`config.mk`:
```
export PLATFORM = sky130hd
export DESIGN_NAME = rr_switch_flat
export DESIGN_NICKNAME = d
export VERILOG_FILES = /design/src/rtl/rr_switch_pkg.sv /design/src/rtl/rr_switch_if.sv /design/src/rtl/rr_fifo.sv /design/src/rtl/rr_switch.sv /design/src/flat_wrapper.sv
export SDC_FILE = /design/constraint.sdc
export NUM_CORES = 1
export LEC_CHECK = 0
export ABC_AREA = 0
export CORE_MARGIN = 2
export CORE_UTILIZATION = 64
export CTS_CLUSTER_DIAMETER = 150
export CTS_CLUSTER_SIZE = 16
export DETAILED_ROUTE_END_ITERATION = 10
export GPL_ROUTABILITY_DRIVEN = 0
export HOLD_SLACK_MARGIN = 0.02
export PLACE_DENSITY = 0.86
export SYNTH_ARGS = -nofsm -noshare
export SYNTH_HDL_FRONTEND = slang
export SYNTH_SLANG_ARGS = --single-unit
```
`constraint.sdc`:
```
create_clock -name clk -period 9 [get_ports clk]
set_input_delay 1.35 -clock clk [delete_from_list [all_inputs] [get_ports clk]]
set_output_delay 1.35 -clock clk [all_outputs]
set_load 0.01 [all_outputs]
```
`src/rtl/rr_switch_pkg.sv`:
```
// rr_switch_pkg: flit and FSM types plus flit field helpers for the switch.
package rr_switch_pkg;

    localparam int MAXW  = 64;
    localparam int MAXPW = 4;

    typedef enum logic [1:0] {
        F_IDLE = 2'b00,
        F_BODY = 2'b01,
        F_HEAD = 2'b10,
        F_TAIL = 2'b11
    } flit_t;

    typedef enum logic {
        S_IDLE,
        S_BUSY
    } state_t;

    // Helpers take a zero-extended flit so one function serves every width.
    function automatic flit_t flit_type(input logic [MAXW-1:0] f, input int fw);
        return flit_t'(2'(f >> (fw - 2)));
    endfunction

    function automatic logic [MAXW-1:0] flit_payload(input logic [MAXW-1:0] f, input int fw);
        return f & ((MAXW'(1) << (fw - 2)) - MAXW'(1));
    endfunction

    function automatic logic [MAXPW-1:0] flit_dest(input logic [MAXW-1:0] f, input int pw);
        return MAXPW'(f & ((MAXW'(1) << pw) - MAXW'(1)));
    endfunction

endpackage

```
`src/rtl/rr_switch_if.sv`:
```
// rr_switch_if: flattened input/output flit buses and per-input ready.
interface rr_switch_if #(
    parameter int NPORT = 4,
    parameter int DATAW = 8
);
    localparam int FW = DATAW + 2;

    logic [NPORT*FW-1:0] i_flit;
    logic [NPORT-1:0]    i_ready;
    logic [NPORT*FW-1:0] o_flit;

    modport master (output i_flit, input i_ready, o_flit);
    modport slave  (input i_flit, output i_ready, o_flit);
endinterface

```
`src/rtl/rr_fifo.sv`:
```
// rr_fifo: synchronous FIFO with a combinational head and registered count.
module rr_fifo #(
    parameter int W = 10,
    parameter int D = 4
) (
    input  logic         clk,
    input  logic         rst,
    input  logic         push,
    input  logic         pop,
    input  logic [W-1:0] din,
    output logic [W-1:0] dout,
    output logic         full,
    output logic         empty
);
    localparam int AW = $clog2(D);

    logic [W-1:0]  mem_q [D];
    logic [AW-1:0] wp_q, rp_q;
    logic [AW:0]   cnt_q;

    assign full  = cnt_q == (AW+1)'(D);
    assign empty = cnt_q == '0;
    assign dout  = mem_q[rp_q];

    always_ff @(posedge clk) begin
        if (push)
            mem_q[wp_q] <= din;
    end

    always_ff @(posedge clk) begin
        if (rst) begin
            wp_q  <= '0;
            rp_q  <= '0;
            cnt_q <= '0;
        end else begin
            if (push)
                wp_q <= wp_q + 1'b1;
            if (pop)
                rp_q <= rp_q + 1'b1;
            cnt_q <= cnt_q + (AW+1)'(push) - (AW+1)'(pop);
        end
    end
endmodule

```
`src/rtl/rr_switch.sv`:
```
// rr_switch: NPORT x NPORT wormhole switch, one FIFO per input and a
// round-robin IDLE/BUSY arbiter per output with a registered output flit.
module rr_switch
    import rr_switch_pkg::*;
#(
    parameter int NPORT = 4,
    parameter int DATAW = 8,
    parameter int DEPTH = 4
) (
    input logic        clk,
    input logic        rst,
    rr_switch_if.slave sw
);
    localparam int PW = $clog2(NPORT);
    localparam int FW = DATAW + 2;

    logic [NPORT-1:0] push, pop, full, empty, owned, stray;
    logic [FW-1:0]    head  [NPORT];
    logic [NPORT-1:0] pop_m [NPORT];
    logic             busy  [NPORT];
    logic [PW-1:0]    owner [NPORT];

    assign sw.i_ready = ~full;

    always_comb begin
        owned = '0;
        for (int o = 0; o < NPORT; o++)
            if (busy[o])
                owned[owner[o]] = 1'b1;
    end

    // Ownership is exclusive, so at most one source pops any FIFO per cycle.
    always_comb begin
        pop = stray;
        for (int o = 0; o < NPORT; o++)
            pop = pop | pop_m[o];
    end

    for (genvar p = 0; p < NPORT; p++) begin : g_in
        logic [FW-1:0] f;
        assign f        = sw.i_flit[p*FW +: FW];
        assign push[p]  = flit_type(MAXW'(f), FW) != F_IDLE && !full[p];
        assign stray[p] = !empty[p] && !owned[p] &&
                          flit_type(MAXW'(head[p]), FW) inside {F_BODY, F_TAIL};
        rr_fifo #(.W(FW), .D(DEPTH)) u_fifo (
            .clk   (clk),
            .rst   (rst),
            .push  (push[p]),
            .pop   (pop[p]),
            .din   (f),
            .dout  (head[p]),
            .full  (full[p]),
            .empty (empty[p])
        );
    end

    for (genvar o = 0; o < NPORT; o++) begin : g_out
        state_t           st_q, st_d;
        logic [PW-1:0]    own_q, own_d, last_q, last_d, sel;
        logic [FW-1:0]    out_q, out_d;
        logic [NPORT-1:0] req, pm;
        logic             hit;

        always_comb begin
            req = '0;
            for (int p = 0; p < NPORT; p++)
                req[p] = !empty[p] && !owned[p] &&
                         flit_type(MAXW'(head[p]), FW) == F_HEAD &&
                         flit_dest(MAXW'(head[p]), PW) == MAXPW'(o);
            hit = 1'b0;
            sel = last_q;
            // Scan downward so the nearest requester after last_q is kept.
            for (int k = NPORT; k >= 1; k--)
                if (req[last_q + PW'(k)]) begin
                    hit = 1'b1;
                    sel = last_q + PW'(k);
                end
        end

        always_comb begin
            st_d   = st_q;
            own_d  = own_q;
            last_d = last_q;
            out_d  = '0;
            pm     = '0;
            if (st_q == S_IDLE) begin
                if (hit) begin
                    pm[sel] = 1'b1;
                    out_d   = head[sel];
                    own_d   = sel;
                    st_d    = S_BUSY;
                end
            end else if (!empty[own_q]) begin
                pm[own_q] = 1'b1;
                out_d     = head[own_q];
                if (flit_type(MAXW'(head[own_q]), FW) == F_TAIL) begin
                    st_d   = S_IDLE;
                    last_d = own_q;
                end
            end
        end

        always_ff @(posedge clk) begin
            if (rst) begin
                st_q   <= S_IDLE;
                own_q  <= '0;
                last_q <= PW'(NPORT - 1);
                out_q  <= '0;
            end else begin
                st_q   <= st_d;
                own_q  <= own_d;
                last_q <= last_d;
                out_q  <= out_d;
            end
        end

        assign busy[o]                 = st_q == S_BUSY;
        assign owner[o]                = own_q;
        assign pop_m[o]                = pm;
        assign sw.o_flit[o*FW +: FW]   = out_q;
    end
endmodule

```
`src/flat_wrapper.sv`:
```
// flat-port wrapper written by rule: the top's interface ports become plain ports
module rr_switch_flat import rr_switch_pkg::*;
#(
    parameter int NPORT = 4,
    parameter int DATAW = 8,
    parameter int DEPTH = 4
)
  (clk, rst, sw_i_flit, sw_i_ready, sw_o_flit);
  rr_switch_if #(.NPORT(NPORT), .DATAW(DATAW)) sw_i ();
  input logic clk;
  input logic rst;
  input wire logic [$bits(sw_i.i_flit)-1:0] sw_i_flit;
  output wire logic [$bits(sw_i.i_ready)-1:0] sw_i_ready;
  output wire logic [$bits(sw_i.o_flit)-1:0] sw_o_flit;
  assign sw_i.i_flit = sw_i_flit;
  assign sw_i_ready = sw_i.i_ready;
  assign sw_o_flit = sw_i.o_flit;
  rr_switch #(.NPORT(NPORT), .DATAW(DATAW), .DEPTH(DEPTH)) u_core (.clk(clk), .rst(rst), .sw(sw_i));
endmodule
```
# Word-level counts from Yosys, hierarchy flattened
# Memory sizes are Yosys's and may differ from the RTL's. A register that Yosys moved wholly into a read port is not among the register bits.
# Cells that the tools add are included.
classes:
  n_bitwise: 24
  mux: 168
  reduce_logical: 76
  n_eq_ne: 32
  magnitude_cmp: 40
  add_sub_neg: 28
op_table:
  columns: ["op", "n"]
  rows:
  - ["10-bit two-way mux", 28]
  - ["10-bit binary-select mux with 2-bit select", 8]
  - ["2-bit by 3-bit less-than comparator with 1-bit output (second input constant)", 24]
  - ["1-bit two-way mux", 68]
  - ["4-bit two-way mux", 16]
  - ["1-bit binary-select mux with 2-bit select", 20]
  - ["2-bit equality test (second input constant)", 20]
  - ["1-bit logical AND", 40]
  - ["2-bit two-way mux", 20]
  - ["4-bit bitwise OR", 7]
  - ["2-bit by 1-bit adder with 2-bit output (second input constant)", 12]
  - ["3-bit greater-or-equal comparator (second input constant)", 8]
  - ["2-bit inverter with 3-bit output", 8]
  - ["2-bit adder (second input constant)", 8]
  - ["1-bit demux with 2-bit select", 8]
  - ["2-bit by 1-bit equality test with 1-bit output (second input constant)", 8]
  - ["2-bit by 1-bit greater-or-equal comparator with 1-bit output (second input constant)", 8]
  - ["4-bit logical NOT", 4]
  - ["2-bit nonzero test", 8]
  - ["3-bit by 1-bit adder with 3-bit output", 4]
  - ["3-bit equality test (second input constant)", 4]
  - ["1-bit logical NOT", 12]
  - ["3-bit logical NOT", 4]
  - ["3-bit AND reduction", 4]
  - ["other kinds (4)", 17]
word_totals:
  mem_bits_rw: 160
  word_cells: 400
  out_inout_bits: 44
  in_bits: 42
  ff_bits: 88
  mem_count: 4
mem_list:
  columns: ["name", "words", "width", "read_ports", "rd_ports_with_merged_regs", "write_ports", "line_no", "text"]
  rows:
  - ["u_core.g_in[0].u_fifo.mem_q", 4, 10, 1, 1, 1, "rr_fifo.sv:17", "logic [W-1:0] mem_q [D];"]
  - ["u_core.g_in[1].u_fifo.mem_q", 4, 10, 1, 1, 1, "rr_fifo.sv:17", null]
  - ["u_core.g_in[2].u_fifo.mem_q", 4, 10, 1, 1, 1, "rr_fifo.sv:17", null]
  - ["u_core.g_in[3].u_fifo.mem_q", 4, 10, 1, 1, 1, "rr_fifo.sv:17", null]

# Depth between registers and ports, before layout
logic_depth:
  ltp_word: 32
  ltp_mapped: 18
  mapped_depth_nobuf: 16

# Modules after synthesis
# Synthesis repeated with hierarchy kept, for this count alone.
hier_totals:
  hier_cells: 945
  hier_area_um2: 12782.3
by_module_without_submodules:
  columns: ["mod", "seq_area_each_um2", "area_per_inst_um2", "cells_per_inst", "n_inst"]
  rows:
  - ["rr_fifo", 1381.3, 1881.8, 94, 4]
  - ["rr_switch", 1201.2, 5255.0, 569, 1]

# Least setup slack after synthesis
# OpenSTA, ideal clock, no wires.
synth_path:
  kind: "reg2reg"
  startpoint: "register with a tool-made name"
  endpoint: "register u_core.g_in[3].u_fifo.cnt_q[2]"
  t_required_ns: 8.872
  path_stages_with_launch: 17
  path_slack_ns: 5.003
  path_buffers: 1
  t_arrival_ns: 3.869
  period_less_slack_ns: 3.997
  setup_time_ns: 0.128
  cell_sequence: "dfxtp_1 -> buf_6 -> mux4_2 -> or2_4 -> nor3_4 -> nor2_1 -> a221oi_4 -> o221ai_2 -> or2_2 -> ha_1 -> inv_1 -> ha_1 -> inv_1 -> fa_1 -> xor2_1 -> xnor2_1 -> nor2_1"
synth_lines:
  columns: ["element", "line_no", "text"]
  rows:
  - ["end signal, assigned", "rr_fifo.sv:40", "cnt_q <= cnt_q + (AW+1)'(push) - (AW+1)'(pop);"]
  - ["end, declared", "rr_fifo.sv:19", "logic [AW:0] cnt_q;"]

# Worst setup path after layout
layout_path:
  startpoint: "register u_core.g_out[3].own_q[0]"
  endpoint: "register u_core.g_in[3].u_fifo.cnt_q[2]"
layout_between:
  elab_chain_len: 26
  word_cells_on_any_way: 132
  classes_between: "add/sub: 1; order compare: 10; mux: 82; bitwise: 5; reduce/logical: 34"
layout_rtl:
  columns: ["element", "line_no", "text"]
  rows:
  - ["start, declared", "rr_switch.sv:59", "logic [PW-1:0] own_q, own_d, last_q, last_d, sel;"]
  - ["start signal, assigned", "rr_switch.sv:111", "own_q <= own_d;"]
  - ["2-bit by 3-bit less-than comparator with 1-bit output (not written as such) or 2-bit by 1-bit greater-or-equal comparator with 1-bit output (tied branches)", "rr_switch.sv:29, rr_switch.sv:94", null]
  - ["1-bit logical AND (not written as such)", "rr_switch.sv:29, rr_switch.sv:94", null]
  - ["1-bit two-way mux (not written as such)", "rr_switch.sv:29, rr_switch.sv:94", null]
  - ["1-bit demux with 2-bit select", null, null]
  - ["4-bit bitwise OR (no line)", null, null]
  - ["4-bit two-way mux", "rr_switch.sv:28", "if (busy[o])"]
  - ["1-bit logical NOT (on tied branches)", "rr_switch.sv:67, rr_switch.sv:43", null]
  - ["1-bit logical AND (on tied branches)", "rr_switch.sv:67, rr_switch.sv:43", null]
  - ["[8 not listed]", null, null]
  - ["1-bit logical AND (not written as such)", "rr_switch.sv:88", "pm[sel] = 1'b1;"]
  - ["1-bit two-way mux (not written as such)", "rr_switch.sv:88", null]
  - ["1-bit demux with 2-bit select", null, null]
  - ["4-bit two-way mux", "rr_switch.sv:87", "if (hit) begin"]
  - ["4-bit two-way mux", "rr_switch.sv:86", "if (st_q == S_IDLE) begin"]
  - ["4-bit bitwise OR (3 in series)", "rr_switch.sv:36", "pop = pop | pop_m[o];"]
  - ["4-bit bitwise OR (*)", "rr_switch.sv:36", null]
  - ["3-bit by 1-bit subtractor with 3-bit output (*)", "rr_fifo.sv:40", null]
# Mark *: on every way between the ends. The rest lies on a longest branch, timed or not. The select of a mux whose other input is x is not followed.
# A chain may end at the register's enable or synchronous reset.

==> out/qor.csv <==
stage,metric,value,unit
logic_synthesis,yosys_warnings,0,
finish,stdcell_area,14100,sq um
clock_network,ctsHoldBuffers,0,
setup_path,crit_buf_inv,3,
placement,numPortBuffers,85,
logic_synthesis,ys_top_cells_by_area,"edfxtp_1 38%, dfxtp_1 15%, mux4_2 15%, mux2i_1 3.7%, ha_1 2.4%",
timing,rsz0062_at_grt,no,
floorplanning,ios,86,
floorplanning,die-area,20800,sq um
detailed_routing,drc_errors,0,
power,power,4990,uW
placement,preCtsSetupSlack,3640,ps
timing,setup_tns,0,ps
setup_path,r2r_cells,16,
timing,tightest_slew,1320,ps
global_routing,gr-usage-met1,0.392,
power,powerDensity,354,nW/um^2
global_routing,busiest_layer,met2,
timing,setup_ws,3560,ps
finish,layout-drive-gt1-share,0.148,
setup_path,crit_chain,inv_1 > a31oi_1 > nand3_1 > nor3_1 > nor2_1 > a221oi_4 > o221ai_2 > or2_2 > ha_1 > inv_1 > ha_1 > inv_1 > fa_1 > xor2_1 > xnor2_1 > nor2_1,
setup_path,crit_family,compound AO/OA/AOI/OAI gates,
logic_synthesis,ys_seq_area_frac,0.536,
global_routing,grt_max_degree,89,
detailed_routing,routedWlPerCell,22.8,microns
global_routing,grtUsageMet3,0.0553,
hold_path,holdCritPathClass,reg -> reg,
logic_synthesis,synth.avg_cell_area,13.6,sq um
logic_synthesis,async_reset_ff_frac,0,
global_routing,grt_pass1_wl,44600,microns
placement,place_hpwl,20100,microns
global_routing,overflow,0,
logic_synthesis,ys_types,84,
finish,antenna_cells,0,
detailed_routing,viasPerCell,6.69,
timing,max-slew-margin-rel,0.117,
clock_network,clkSinkCount,256,
setup_path,arrival,5800,ps
setup_path,startpoint_type,register,
setup_path,cp-endpoint,u_core.g_in[3].u_fifo.cnt_q[2],
setup_path,crit_fanout,17,
logic_synthesis,synth.most_common_cell,edfxtp_1,
finish,area_growth,12.1,%
floorplanning,rows,51,
detailed_routing,ant_nets,0,
clock_network,post_cts_buffers,0,
detailed_routing,vias,8460,
floorplanning,initial_core_util,0.649,
global_routing,globalRouteMet2Util,0.455,
setup_path,crit_slowest_cell,a221oi_4,
timing,hold_viol,0,
clock_network,post_cts_resized,0,
timing,min_period,5440,ps
hold_path,hp-start,u_core.g_in[0].u_fifo.rp_q[0],
finish,n_fill_cell,1227,
global_routing,grt_use_total,0.285,
setup_path,rr_startpoint,u_core.g_out[3].own_q[0],
timing,hold-worst-slack,548,ps
logic_synthesis,synth-edff-count,160,
placement,post_dp_cell_area,13500,sq um
logic_synthesis,syn_area,12600,sq um
floorplanning,core-area,19300,sq um
power,max-vdd-ir-drop,0.000249,V
detailed_routing,drt_iter0_markers,910,
clock_network,root_buffer,clkbuf_16,
timing,finClkSkew,12.6,ps
setup_path,worst_path_most_repeated_cell,inv_1,
clock_network,htreeDepth,1,
detailed_routing,wirelength,28800,microns
status,status,"complete, no violations",
setup_path,max_stage_delay,1010,ps
detailed_routing,first_pass_iters,6,
clock_network,cts_tree,done,
setup_path,required,9360,ps
setup_path,ff2ff_setup_slack,3560,ps
setup_path,crit_type,reg -> reg,
floorplanning,die_y,144,microns
timing,finalCritPeriodShare,0.605,
clock_network,clk_pin_slew,70,ps
setup_path,startpoint,u_core.g_out[3].own_q[0],
logic_synthesis,netlist_instances,923,
timing,fmax,184,MHz
timing,slew_violations,0,
setup_path,critPathCaptureType,register,
logic_synthesis,yosys.area.top_type_share,0.383,
logic_synthesis,dominantRegCellSynth,edfxtp_1,
clock_network,clk-insertion-delay-late,510,ps
power,p_leak,0.00470,uW
timing,setup_violations,0,
clock_network,clockBufferDepth,3,
job,max-cap-violations,0,
clock_network,tritoncts.num_buffers,19,
logic_synthesis,yosysTopAreaCell,edfxtp_1,
global_routing,antenna_found_initial,1,
global_routing,grt_pass1_vias,8063,
logic_synthesis,ys_seq_elements,256,
logic_synthesis,synthTopCellsByCount,"160 x edfxtp_1, 96 x dfxtp_1, 82 x mux4_2",
floorplanning,die_x,144,microns
finish,fin_nets,1057,
setup_path,cp_num_cells,16,
setup_path,reg2reg_to,u_core.g_in[3].u_fifo.cnt_q[2],
logic_synthesis,syn_nets,993,
## worst register-to-register path, cell delays in order, from the launching register on
cell	delay [ps]
dfxtp_1	750
inv_1	310
a31oi_1	280
nand3_1	190
nor3_1	540
nor2_1	190
a221oi_4	1010
o221ai_2	280
or2_2	360
ha_1	270
inv_1	60
ha_1	150
inv_1	60
fa_1	390
xor2_1	170
xnor2_1	200
nor2_1	70
## where the power goes
part | total, uW | internal (uW) | switching, uW
sequential | 1780 | 1560 | 220
combinational | 2420 | 1060 | 1360
clock | 786 | 400 | 386
## placed cells by master, fill, tap and decap left out, types with 4 or more instances in the layout
cell type,synthesis,routed
nand2b_1,12,12
nor3b_1,9,9
o21a_1,7,7
mux2_2,8,8
nor2b_1,13,13
a21oi_1,33,33
inv_1,33,33
o31ai_1,4,4
nand2_1,73,73
nand3_1,29,29
o22ai_1,4,4
mux2i_1,47,47
dfxtp_1,96,96
clkbuf_16,0,19
o21ai_0,10,10
clkbuf_1,24,14
edfxtp_1,160,160
nor2_1,45,45
xnor2_1,11,11
o211ai_1,6,6
a211oi_1,4,4
or3_1,6,6
a32o_1,12,12
o22a_1,8,8
fa_1,4,4
a211o_1,8,8
ha_1,24,24
mux4_2,82,82
nand3b_1,8,8
or2_2,4,4
nor4_2,4,4
and2_1,20,20
nor4_1,8,8
clkdlybuf4s50_1,0,84
and3_1,4,4
nor3_1,22,21
## area by class of cell
class / instances / area, sq um / share of cell area
Sequential cell: 256 / 6730 / 0.478
Multi-Input combinational cell: 590 / 5500 / 0.391
Timing Repair Buffer: 87 / 861 / 0.0611
Clock buffer: 33 / 528 / 0.0375
Tap cell: 265 / 332 / 0.0236
Inverter: 33 / 124 / 0.00880
Clock inverter: 1 / 8.76 / 0.000622
## kinds of logic (layout without fill, tap and decap cells)
family,count (synthesis),in the layout,share of synthesized area
AND/OR/NAND/NOR,280,280,0.124
flip-flops,256,256,0.536
multiplexers,138,138,0.193
AO/OA/AOI/OAI,132,132,0.0825
buffers and inverters,77,154,0.0266
adder cells (fa/ha/maj),28,28,0.0303
XOR/XNOR,12,12,0.00837
## registers in the layout, summed over array words and instances, names as in the netlist, named ones only
register                  cells
u_core.g_in.u_fifo.wp_q       8
u_core.g_out.own_q            8
u_core.g_out.st_q             4
u_core.g_in.u_fifo.mem_q    160
u_core.g_in.u_fifo.cnt_q     12
u_core.g_out.out_q           40
u_core.g_in.u_fifo.rp_q       8
u_core.g_out.last_q           8
## routing by layer
| layer | wire length, microns | part of all wire |
|---|---|---|
| met3 | 2690 | 0.093 |
| met2 | 13700 | 0.47 |
| met4 | 1200 | 0.042 |
| met5 | 0 | 0 |
| met1 | 11300 | 0.39 |
## metrics by stage
stage           util  instances
6_report       0.728       1265
3_5_place_dp   0.700       1231
5_1_grt        0.728       1265
4_1_cts        0.728       1265
3_3_place_gp   0.700       1231
2_1_floorplan      -        923
## worst min-delay path by stage
stage                                          to  cells past startpoint
floorplan               u_core.g_out[0].last_q[0]                      2
global placement    u_core.g_in[0].u_fifo.rp_q[0]                      2
detailed placement  u_core.g_in[0].u_fifo.rp_q[0]                      2
CTS                 u_core.g_in[0].u_fifo.rp_q[0]                      2
global route        u_core.g_in[0].u_fifo.rp_q[0]                      2
finish              u_core.g_in[0].u_fifo.rp_q[0]                      2
Note: power is estimated with default switching activity, not from simulation.
